$ cat config.mk
export PLATFORM = sky130hd
export DESIGN_NAME = pcie_vc_router
export DESIGN_NICKNAME = d
export VERILOG_FILES = /design/src/rtl/pcie_vc_router.sv
export SDC_FILE = /design/constraint.sdc
export NUM_CORES = 1
export LEC_CHECK = 0
export CORE_UTILIZATION = 50
export DETAILED_ROUTE_END_ITERATION = 10
export PLACE_DENSITY = 0.78
export SYNTH_ARGS = -nofsm -noshare
export SYNTH_HDL_FRONTEND = slang
export SYNTH_SLANG_ARGS = --single-unit
export TNS_END_PERCENT = 10
$ cat constraint.sdc
create_clock -name clk -period 4.4 [get_ports clk]
set_input_delay 0.88 -clock clk [delete_from_list [all_inputs] [get_ports clk]]
set_output_delay 0.88 -clock clk [all_outputs]
set_load 0.01 [all_outputs]
$ cat src/rtl/pcie_vc_router.sv
// Routes words from one input port through N_VC virtual-channel FIFOs into N_DEST destination FIFOs,
// with strict/round-robin VC arbitration, per-destination backpressure and a RESET/INIT/IDLE/ACTIVE/ERROR FSM.
module pcie_vc_router #(
   parameter int DATA_W     = 6,
   parameter int N_VC       = 2,
   parameter int N_DEST     = 2,
   parameter int VC_DEPTH   = 16,
   parameter int D_DEPTH    = 4,
   parameter int ARB_RR     = 1,
   parameter int VC_THR_DEF = 12,
   parameter int D_THR_DEF  = 2
) (
   input  logic                         clk,
   input  logic                         reset,
   input  logic                         init,
   input  logic [$clog2(VC_DEPTH):0]    cfg_vc_thr,
   input  logic [$clog2(D_DEPTH):0]     cfg_d_thr,
   input  logic                         in_push,
   input  logic [DATA_W-1:0]            in_data,
   output logic                         in_pause,
   input  logic [N_DEST-1:0]            d_pop,
   output logic [N_DEST*DATA_W-1:0]     d_data,
   output logic [N_DEST-1:0]            d_valid,
   output logic [N_DEST-1:0]            d_empty,
   output logic                         idle_out,
   output logic                         active_out,
   output logic                         error_out,
   output logic [$clog2(N_VC)-1:0]      error_id
);

   localparam int VCW  = $clog2(N_VC);
   localparam int DSTW = $clog2(N_DEST);
   localparam int VCA  = $clog2(VC_DEPTH);
   localparam int DA   = $clog2(D_DEPTH);
   localparam int VCC  = VCA + 1;
   localparam int DC   = DA + 1;

   typedef enum logic [2:0] {ST_RESET, ST_INIT, ST_IDLE, ST_ACTIVE, ST_ERROR} state_t;

   state_t                 state_q, state_d;
   logic [VCC-1:0]         vc_thr_q;
   logic [DC-1:0]          d_thr_q;
   logic [VCW-1:0]         rr_q;
   logic [VCW-1:0]         error_id_q;
   logic [N_DEST*DATA_W-1:0] d_data_q;
   logic [N_DEST-1:0]      d_valid_q;

   logic [DATA_W-1:0]      vc_mem_q [N_VC][VC_DEPTH];
   logic [VCA-1:0]         vc_wp_q  [N_VC];
   logic [VCA-1:0]         vc_rp_q  [N_VC];
   logic [VCC-1:0]         vc_cnt_q [N_VC];
   logic [DATA_W-1:0]      d_mem_q  [N_DEST][D_DEPTH];
   logic [DA-1:0]          d_wp_q   [N_DEST];
   logic [DA-1:0]          d_rp_q   [N_DEST];
   logic [DC-1:0]          d_cnt_q  [N_DEST];

   logic [VCC-1:0]         vc_thr_eff;
   logic [DC-1:0]          d_thr_eff;
   logic [VCW-1:0]         in_vc;
   logic                   run_st, xfer_st, push_ok, in_full, push_acc, overflow;
   logic [N_VC-1:0]        vc_af, elig, vc_push, vc_pop, vc_ne;
   logic [N_DEST-1:0]      d_af, d_push, d_pop_acc, d_ne;
   logic [DATA_W-1:0]      head_word [N_VC];
   logic [DSTW-1:0]        head_dst  [N_VC];
   logic                   gnt_vld;
   logic [VCW-1:0]         gnt_idx, cand;
   logic [DSTW-1:0]        gnt_dst;
   logic [DATA_W-1:0]      gnt_word;

   // A zero threshold means the FIFO is only almost-full when completely full.
   assign vc_thr_eff = (vc_thr_q == '0) ? VCC'(VC_DEPTH) : vc_thr_q;
   assign d_thr_eff  = (d_thr_q == '0) ? DC'(D_DEPTH) : d_thr_q;

   assign run_st   = (state_q == ST_IDLE) || (state_q == ST_ACTIVE);
   assign xfer_st  = (state_q != ST_RESET) && (state_q != ST_INIT);
   assign in_vc    = in_data[DATA_W-1 -: VCW];
   assign push_ok  = in_push && run_st;
   assign in_full  = (vc_cnt_q[in_vc] == VCC'(VC_DEPTH));
   assign push_acc = push_ok && !in_full;
   assign overflow = push_ok && in_full;

   always_comb begin
      for (int v = 0; v < N_VC; v++) begin
         head_word[v] = vc_mem_q[v][vc_rp_q[v]];
         head_dst[v]  = head_word[v][DATA_W-1-VCW -: DSTW];
         vc_ne[v]     = (vc_cnt_q[v] != '0);
         vc_af[v]     = (vc_cnt_q[v] >= vc_thr_eff);
         vc_push[v]   = push_acc && (in_vc == VCW'(v));
      end
      // Also gate on full so a threshold programmed above the depth cannot overflow a destination.
      for (int k = 0; k < N_DEST; k++) begin
         d_ne[k]      = (d_cnt_q[k] != '0);
         d_af[k]      = (d_cnt_q[k] >= d_thr_eff) || (d_cnt_q[k] == DC'(D_DEPTH));
         d_pop_acc[k] = d_pop[k] && (state_q != ST_RESET) && d_ne[k];
      end
      for (int v = 0; v < N_VC; v++) begin
         elig[v] = vc_ne[v] && !d_af[head_dst[v]] && xfer_st;
      end
   end

   always_comb begin
      gnt_vld = 1'b0;
      gnt_idx = '0;
      cand    = '0;
      if (ARB_RR == 0) begin
         for (int v = N_VC-1; v >= 0; v--) begin
            if (elig[v]) begin
               gnt_vld = 1'b1;
               gnt_idx = VCW'(v);
            end
         end
      end else begin
         // Walk from farthest to nearest after the pointer so the nearest eligible VC wins.
         for (int i = N_VC; i >= 1; i--) begin
            cand = rr_q + VCW'(i);
            if (elig[cand]) begin
               gnt_vld = 1'b1;
               gnt_idx = cand;
            end
         end
      end
      gnt_dst  = head_dst[gnt_idx];
      gnt_word = head_word[gnt_idx];
      for (int v = 0; v < N_VC; v++) begin
         vc_pop[v] = gnt_vld && (gnt_idx == VCW'(v));
      end
      for (int k = 0; k < N_DEST; k++) begin
         d_push[k] = gnt_vld && (gnt_dst == DSTW'(k));
      end
   end

   always_comb begin
      state_d = state_q;
      case (state_q)
         ST_RESET:  state_d = ST_INIT;
         ST_INIT:   if (!init) state_d = ST_IDLE;
         ST_IDLE: begin
            if (overflow)                  state_d = ST_ERROR;
            else if (init)                 state_d = ST_INIT;
            else if ((|vc_ne) || (|d_ne))  state_d = ST_ACTIVE;
         end
         ST_ACTIVE: begin
            if (overflow)                  state_d = ST_ERROR;
            else if (init)                 state_d = ST_INIT;
            else if (!(|vc_ne) && !(|d_ne)) state_d = ST_IDLE;
         end
         ST_ERROR:  state_d = ST_ERROR;
         default:   state_d = ST_RESET;
      endcase
   end

   always_ff @(posedge clk) begin
      if (reset) begin
         state_q    <= ST_RESET;
         vc_thr_q   <= VCC'(VC_THR_DEF);
         d_thr_q    <= DC'(D_THR_DEF);
         rr_q       <= VCW'(N_VC-1);
         error_id_q <= '0;
         d_data_q   <= '0;
         d_valid_q  <= '0;
         for (int v = 0; v < N_VC; v++) begin
            vc_wp_q[v]  <= '0;
            vc_rp_q[v]  <= '0;
            vc_cnt_q[v] <= '0;
         end
         for (int k = 0; k < N_DEST; k++) begin
            d_wp_q[k]  <= '0;
            d_rp_q[k]  <= '0;
            d_cnt_q[k] <= '0;
         end
      end else begin
         state_q <= state_d;
         if (state_q == ST_INIT) begin
            vc_thr_q <= cfg_vc_thr;
            d_thr_q  <= cfg_d_thr;
         end
         if (overflow) error_id_q <= in_vc;
         if (gnt_vld)  rr_q <= gnt_idx;
         d_valid_q <= d_pop_acc;
         for (int v = 0; v < N_VC; v++) begin
            if (vc_push[v]) vc_wp_q[v] <= vc_wp_q[v] + 1'b1;
            if (vc_pop[v])  vc_rp_q[v] <= vc_rp_q[v] + 1'b1;
            vc_cnt_q[v] <= vc_cnt_q[v] + VCC'(vc_push[v]) - VCC'(vc_pop[v]);
         end
         for (int k = 0; k < N_DEST; k++) begin
            if (d_push[k]) d_wp_q[k] <= d_wp_q[k] + 1'b1;
            if (d_pop_acc[k]) begin
               d_rp_q[k] <= d_rp_q[k] + 1'b1;
               d_data_q[k*DATA_W +: DATA_W] <= d_mem_q[k][d_rp_q[k]];
            end
            d_cnt_q[k] <= d_cnt_q[k] + DC'(d_push[k]) - DC'(d_pop_acc[k]);
         end
      end
   end

   always_ff @(posedge clk) begin
      if (push_acc) vc_mem_q[in_vc][vc_wp_q[in_vc]] <= in_data;
      if (gnt_vld)  d_mem_q[gnt_dst][d_wp_q[gnt_dst]] <= gnt_word;
   end

   assign in_pause   = (|vc_af) || (state_q == ST_RESET) || (state_q == ST_INIT) || (state_q == ST_ERROR);
   assign d_data     = d_data_q;
   assign d_valid    = d_valid_q;
   assign d_empty    = ~d_ne;
   assign idle_out   = (state_q == ST_IDLE);
   assign active_out = (state_q == ST_ACTIVE);
   assign error_out  = (state_q == ST_ERROR);
   assign error_id   = error_id_q;

endmodule
==> Word-level counts from Yosys, hierarchy flattened <==
Memories as Yosys holds them, arrays and structs flattened.
Cells that the tools add are included.
{ "classes": {"multipliers": 0, "n_addsub": 17, "div": 0, "eq_ne": 11, "bitwise": 23, "n_lt_le_gt_ge": 17, "n_shift": 0, "n_reduce_logical": 45, "n_mux": 87} }
{ "ops": {"columns": ["op", "n"], "rows": [
  ["$mux W96", 1],
  ["$mux W6", 13],
  ["$bmux W6 S4", 2],
  ["$mux W1", 44],
  ["$mux W3", 10],
  ["$bmux W6 S2", 2],
  ["$demux W6 S4", 1],
  ["$mux W24", 1],
  ["$logic_and A1 B1 Y1", 21],
  ["$add A4 B1 Y4 const B", 4],
  ["$mux W4", 4],
  ["$ge A5 B5 Y1 const B", 3],
  ["$mux W5", 3],
  ["$not A4 Y5", 3],
  ["$pmux W3 S5", 1],
  ["$demux W6 S2", 1],
  ["$or A1 B1 Y1", 12],
  ["$add A5 B1 Y5", 2],
  ["$ge A5 B5 Y1", 2],
  ["$reduce_bool A5 Y1", 2],
  ["$sub A5 B1 Y5", 2],
  ["$eq A3 B3 Y1 const B", 3],
  ["$ge A3 B3 Y1 const B", 3],
  ["$not A2 Y3", 3],
  ["26 further kinds", 57]
]} }
{ "totals": {"ff_bits": 27, "in_bits": 20, "latch_bits": 0, "elab_cells": 216, "ram_bits": 280, "romBits": 0, "memories": 8, "out_inout_bits": 21} }
{ "memory_table": {"columns": ["name", "words", "width", "rd", "rd_clocked_by_memory_dff", "write_ports", "line", "text"], "rows": [
  ["vc_mem_q", 2, 96, 2, 0, 1, "48", "logic [DATA_W-1:0] vc_mem_q [N_VC][VC_DEPTH];"],
  ["d_mem_q", 2, 24, 2, 0, 1, "52", "logic [DATA_W-1:0] d_mem_q [N_DEST][D_DEPTH];"],
  ["vc_cnt_q", 2, 5, 3, 0, 2, "51", "logic [VCC-1:0] vc_cnt_q [N_VC];"],
  ["vc_rp_q", 2, 4, 2, 0, 2, "50", "logic [VCA-1:0] vc_rp_q [N_VC];"],
  ["vc_wp_q", 2, 4, 3, 0, 2, "49", "logic [VCA-1:0] vc_wp_q [N_VC];"],
  ["d_cnt_q", 2, 3, 2, 0, 2, "55", "logic [DC-1:0] d_cnt_q [N_DEST];"],
  ["2 more memories", null, null, null, null, null, null, null]
]} }

==> Depth between registers and ports, before layout <==
An unclocked memory read counts as a cell.
{ "depth": {"word_depth": 24, "mapped_depth": 18, "ltp_nobuf": 18} }

==> Worst setup path before layout <==
OpenSTA, ideal clock, no wires.
{ "synth_timing": {"path_kind": "reg-to-reg", "start": "mem vc_rp_q[0][2] (netlist name)", "end": "mem vc_cnt_q[0][4] (netlist name)", "period_less_slack_ns": 3.571, "arrival_time_ns": 3.500, "path_slack_ns": 0.829, "path_stages_with_launch": 17, "path_cell_list": "edfxtp_1 > buf_6 > mux4_2 > nand3_1 > and4_1 > buf_2 > a211oi_1 > or2_2 > and2_1 > ha_1 > inv_1 > ha_1 > fa_1 > a21oi_1 > nor2_1 > or3_1 > a21oi_1"} }
{ "synth_rtl": {"columns": ["item", "line"], "rows": [
  ["from (decl)", "50"],
  ["to (decl)", "51"]
]} }

==> flow_summary_export.csv <==
group,metric,value,unit
synth,synth.distinct_cells,54,
place,dp_hpwl,16.5,mm
clock_tree,clockRootBuffer,"clkbuf_16",
timing,hold-worst-slack,0.471,ns
timing,max-slew-margin-rel,15.5,%
clock_tree,cts_buffers,30,
timing,tightest_slew,1.26,ns
floorplanning,die_area,26600,µm²
critical_path,cpPeakStageDelay,0.59,ns
finish,final_area,14800,µm²
drt,drt-initial-drc-count,628,
synth,synth_nets,850,
drt,route.vias.total,6964,
clock_tree,cts.path.max_buffers,3,
power,power.ir.vdd_worst,0.000381,V
drt,routed_wl,25.5,mm
finish,nets,902,
finish,drive_gt1_share,16.6,%
finish,diodes,0,
timing,clock_skew,0.0202,ns
timing,fmax,252,MHz
timing,drv_slew,0,
synth,yosysTopAreaCellShare,61.2,%
drt,ant_nets,0,
min_path,hold_path_class,"reg2reg",
finish,fillers,1863,
clock_tree,cts_max_level,1,
critical_path,path_class,"reg2reg",
timing,grt_setup_unrepaired,"no",
synth,synthTopCellsByCount,"edfxtp_1, nor2_1, mux4_2, dfxtp_1",
timing,tns,0,ns
critical_path,crit_fanout,7,
synth,async_flop_share,0,%
critical_path,critical_path.slowest_cell,"edfxtp_1",
outcome,outcome,"finished, final reports clean",
synth,synth_compound_area_share,3.58,%
drt,drtPass1Iterations,5,
place,place.gp.congestion,0.842,
clock_tree,tritoncts,"done",
clock_tree,cts_resized,0,
global_routing,grt_pass1_vias,6792,
synth,synth_top_area_cell,"edfxtp_1",
flow_run,cap_viol_max_count,0,
synth,synth_mux_area_share,13.8,%
synth,synth-xor-area-share,1.35,%
critical_path,cp.arrival,4.45,ns
global_routing,globalRouteTotalUtil,19.8,%
synth,synth_top_family_by_area,"multiplexers",
timing,finalSetupViolations,0,
power,p_leak,0.00502,µW
floorplanning,ios,41,
synth,synth_ff_type,"edfxtp_1",
power,power.density,502,nW/µm²
global_routing,grt_max_degree,44,
synth,synth_adder_area_share,3.90,%
clock_tree,clock_latency,0.57,ns
clock_tree,path_clk_slew,0.06,ns
floorplanning,die_y,163,µm
synth,syn_inst,792,
critical_path,crit_family,"simple AND/OR/NAND/NOR gates",
place,placed_cell_area,13700,µm²
critical_path,cp_cell_sequence,"mux4_2, mux2i_1, mux2i_1, nor4_4, o21ai_0, and2_1, ha_1, inv_1, ha_1, fa_1, a21oi_1, nor2_1, or3_1, a21oi_1",
synth,synthSimpleGateAreaFrac,7.60,%
floorplanning,fp.dieW,163,µm
timing,fin_crit_sh,90.2,%
synth,synth.most_common_cell,"edfxtp_1",
global_routing,antenna_found_initial,0,
synth,synth-edff-count,264,
timing,hold_viol_final,0,
finish,area_growth,13.8,%
floorplanning,start_util,51.2,%
synth,ys_seq_area_share,67.8,%
critical_path,start_kind,"flop",
drt,avgRoutedWirePerCell,21.3,µm
floorplanning,row_count,58,
floorplanning,core_area,25300,µm²
critical_path,crit_buf_inv,1,
timing,post-route-min-period,3.97,ns
critical_path,crit_required,4.88,ns
drt,vias_per_cell,5.81,
clock_tree,cts_hold_buf,0,
place,port_buffers,40,
synth,syn_area,13000,µm²
clock_tree,post_cts_buffers,0,
synth,yosys-top-cells-area,"edfxtp_1, mux4_2, dfxtp_1",
synth,syn_avg_cell_area,16.4,µm²
drt,drcViolationCount,0,
clock_tree,clkSinkCount,307,
global_routing,grt_pass1_wl,39.4,mm
global_routing,grt_remaining_overflow,0,
critical_path,cp-end-kind,"flop",
synth,synth_seq_cells,307,
synth,synth_warnings,0,
cells in the final DEF (no fill, tap or decap), types with 5 or more instances in the layout:
master and count:
clkbuf_16 30, nand2b_1 8, nor3_1 11, nand3_1 15
edfxtp_1 264, nand3b_1 6, xor2_1 7, or2_2 5
dfxtp_1 43, bufinv_16 5, nor2_1 87, a21o_1 6
buf_4 12, clkinv_1 5, clkinv_2 6, inv_1 34
o211ai_1 5, a21oi_1 26, clkdlybuf4s50_1 40, or3_1 6
mux4_2 70, o21ai_0 13, nor2b_1 10, mux2i_1 15
xnor2_1 13, and3_1 5, clkbuf_1 5, nand2_1 32
ha_1 34
routing by layer:
metal | up-vias | track usage, % | routed length, µm
met5 | - | 0 | 0
met4 | 0 | 5.44 | 521
met3 | 40 | 3.89 | 1990
met2 | 306 | 31.1 | 11900
met1 | 3458 | 28.4 | 11100
li1 | 3160 | - | -
cells by family (layout without fill, tap and decap cells):
group,Yosys count,in the layout
compound gates,68,68
xor+xnor,20,20
fa+ha+maj,38,38
buf+inv,66,142
flops,307,307
mux,90,90
simple gates,203,203
worst min-delay path: stages, from the launching register on:
cell     delay (ns)
dfxtp_1        0.32
nand2_1        0.06
a21oi_1        0.05
sequential cells by signal, summed over array words and instances, names as in the netlist:
name / count
vc_mem_q: 192
d_mem_q: 48
d_data: 12
vc_cnt_q: 10
vc_rp_q: 8
vc_wp_q: 8
d_cnt_q: 6
vc_thr_q: 5
d_rp_q: 4
d_wp_q: 4
d_thr_q: 3
state_q: 3
d_valid: 2
error_id: 1
rr_q: 1
worst paths after layout:
check / start / to / slack [ns] / depth (start not counted)
setup reg to reg: vc_rp_q[0][4] / vc_cnt_q[0][4] / 0.43 / 14
hold reg to reg: vc_thr_q[4] / vc_thr_q[4] / 0.47 / 2
hold / removal: vc_thr_q[4] / vc_thr_q[4] / 0.47 / 2
setup / recovery: vc_rp_q[0][4] / vc_cnt_q[0][4] / 0.43 / 14
through the flow:
stage	worst slack (ns)	power, µW	instances	util (%)
after floorplan	0.829	4410	792	-
after global placement	0.564	4770	1142	54.2
after detailed placement	0.472	4810	1142	54.2
after CTS	0.440	7430	1198	58.3
after global routing	0.271	7690	1198	58.3
final	0.429	7400	1198	58.3
power breakdown:
part           internal (µW)  switching [µW]
clock network           1570            1080
logic                    595             677
registers               3340             148
total                   5500            1900
layout make-up:
class / instances / area, µm² / share of cell area [%]
sequential: 307 / 8790 / 59.6
multi-input combinational: 419 / 3910 / 26.5
clock buffer: 36 / 783 / 5.31
timing repair buffer: 52 / 490 / 3.32
tap: 330 / 413 / 2.80
clock inverter: 20 / 241 / 1.64
inverter: 34 / 128 / 0.865
Power figures use the tool's default switching activity.
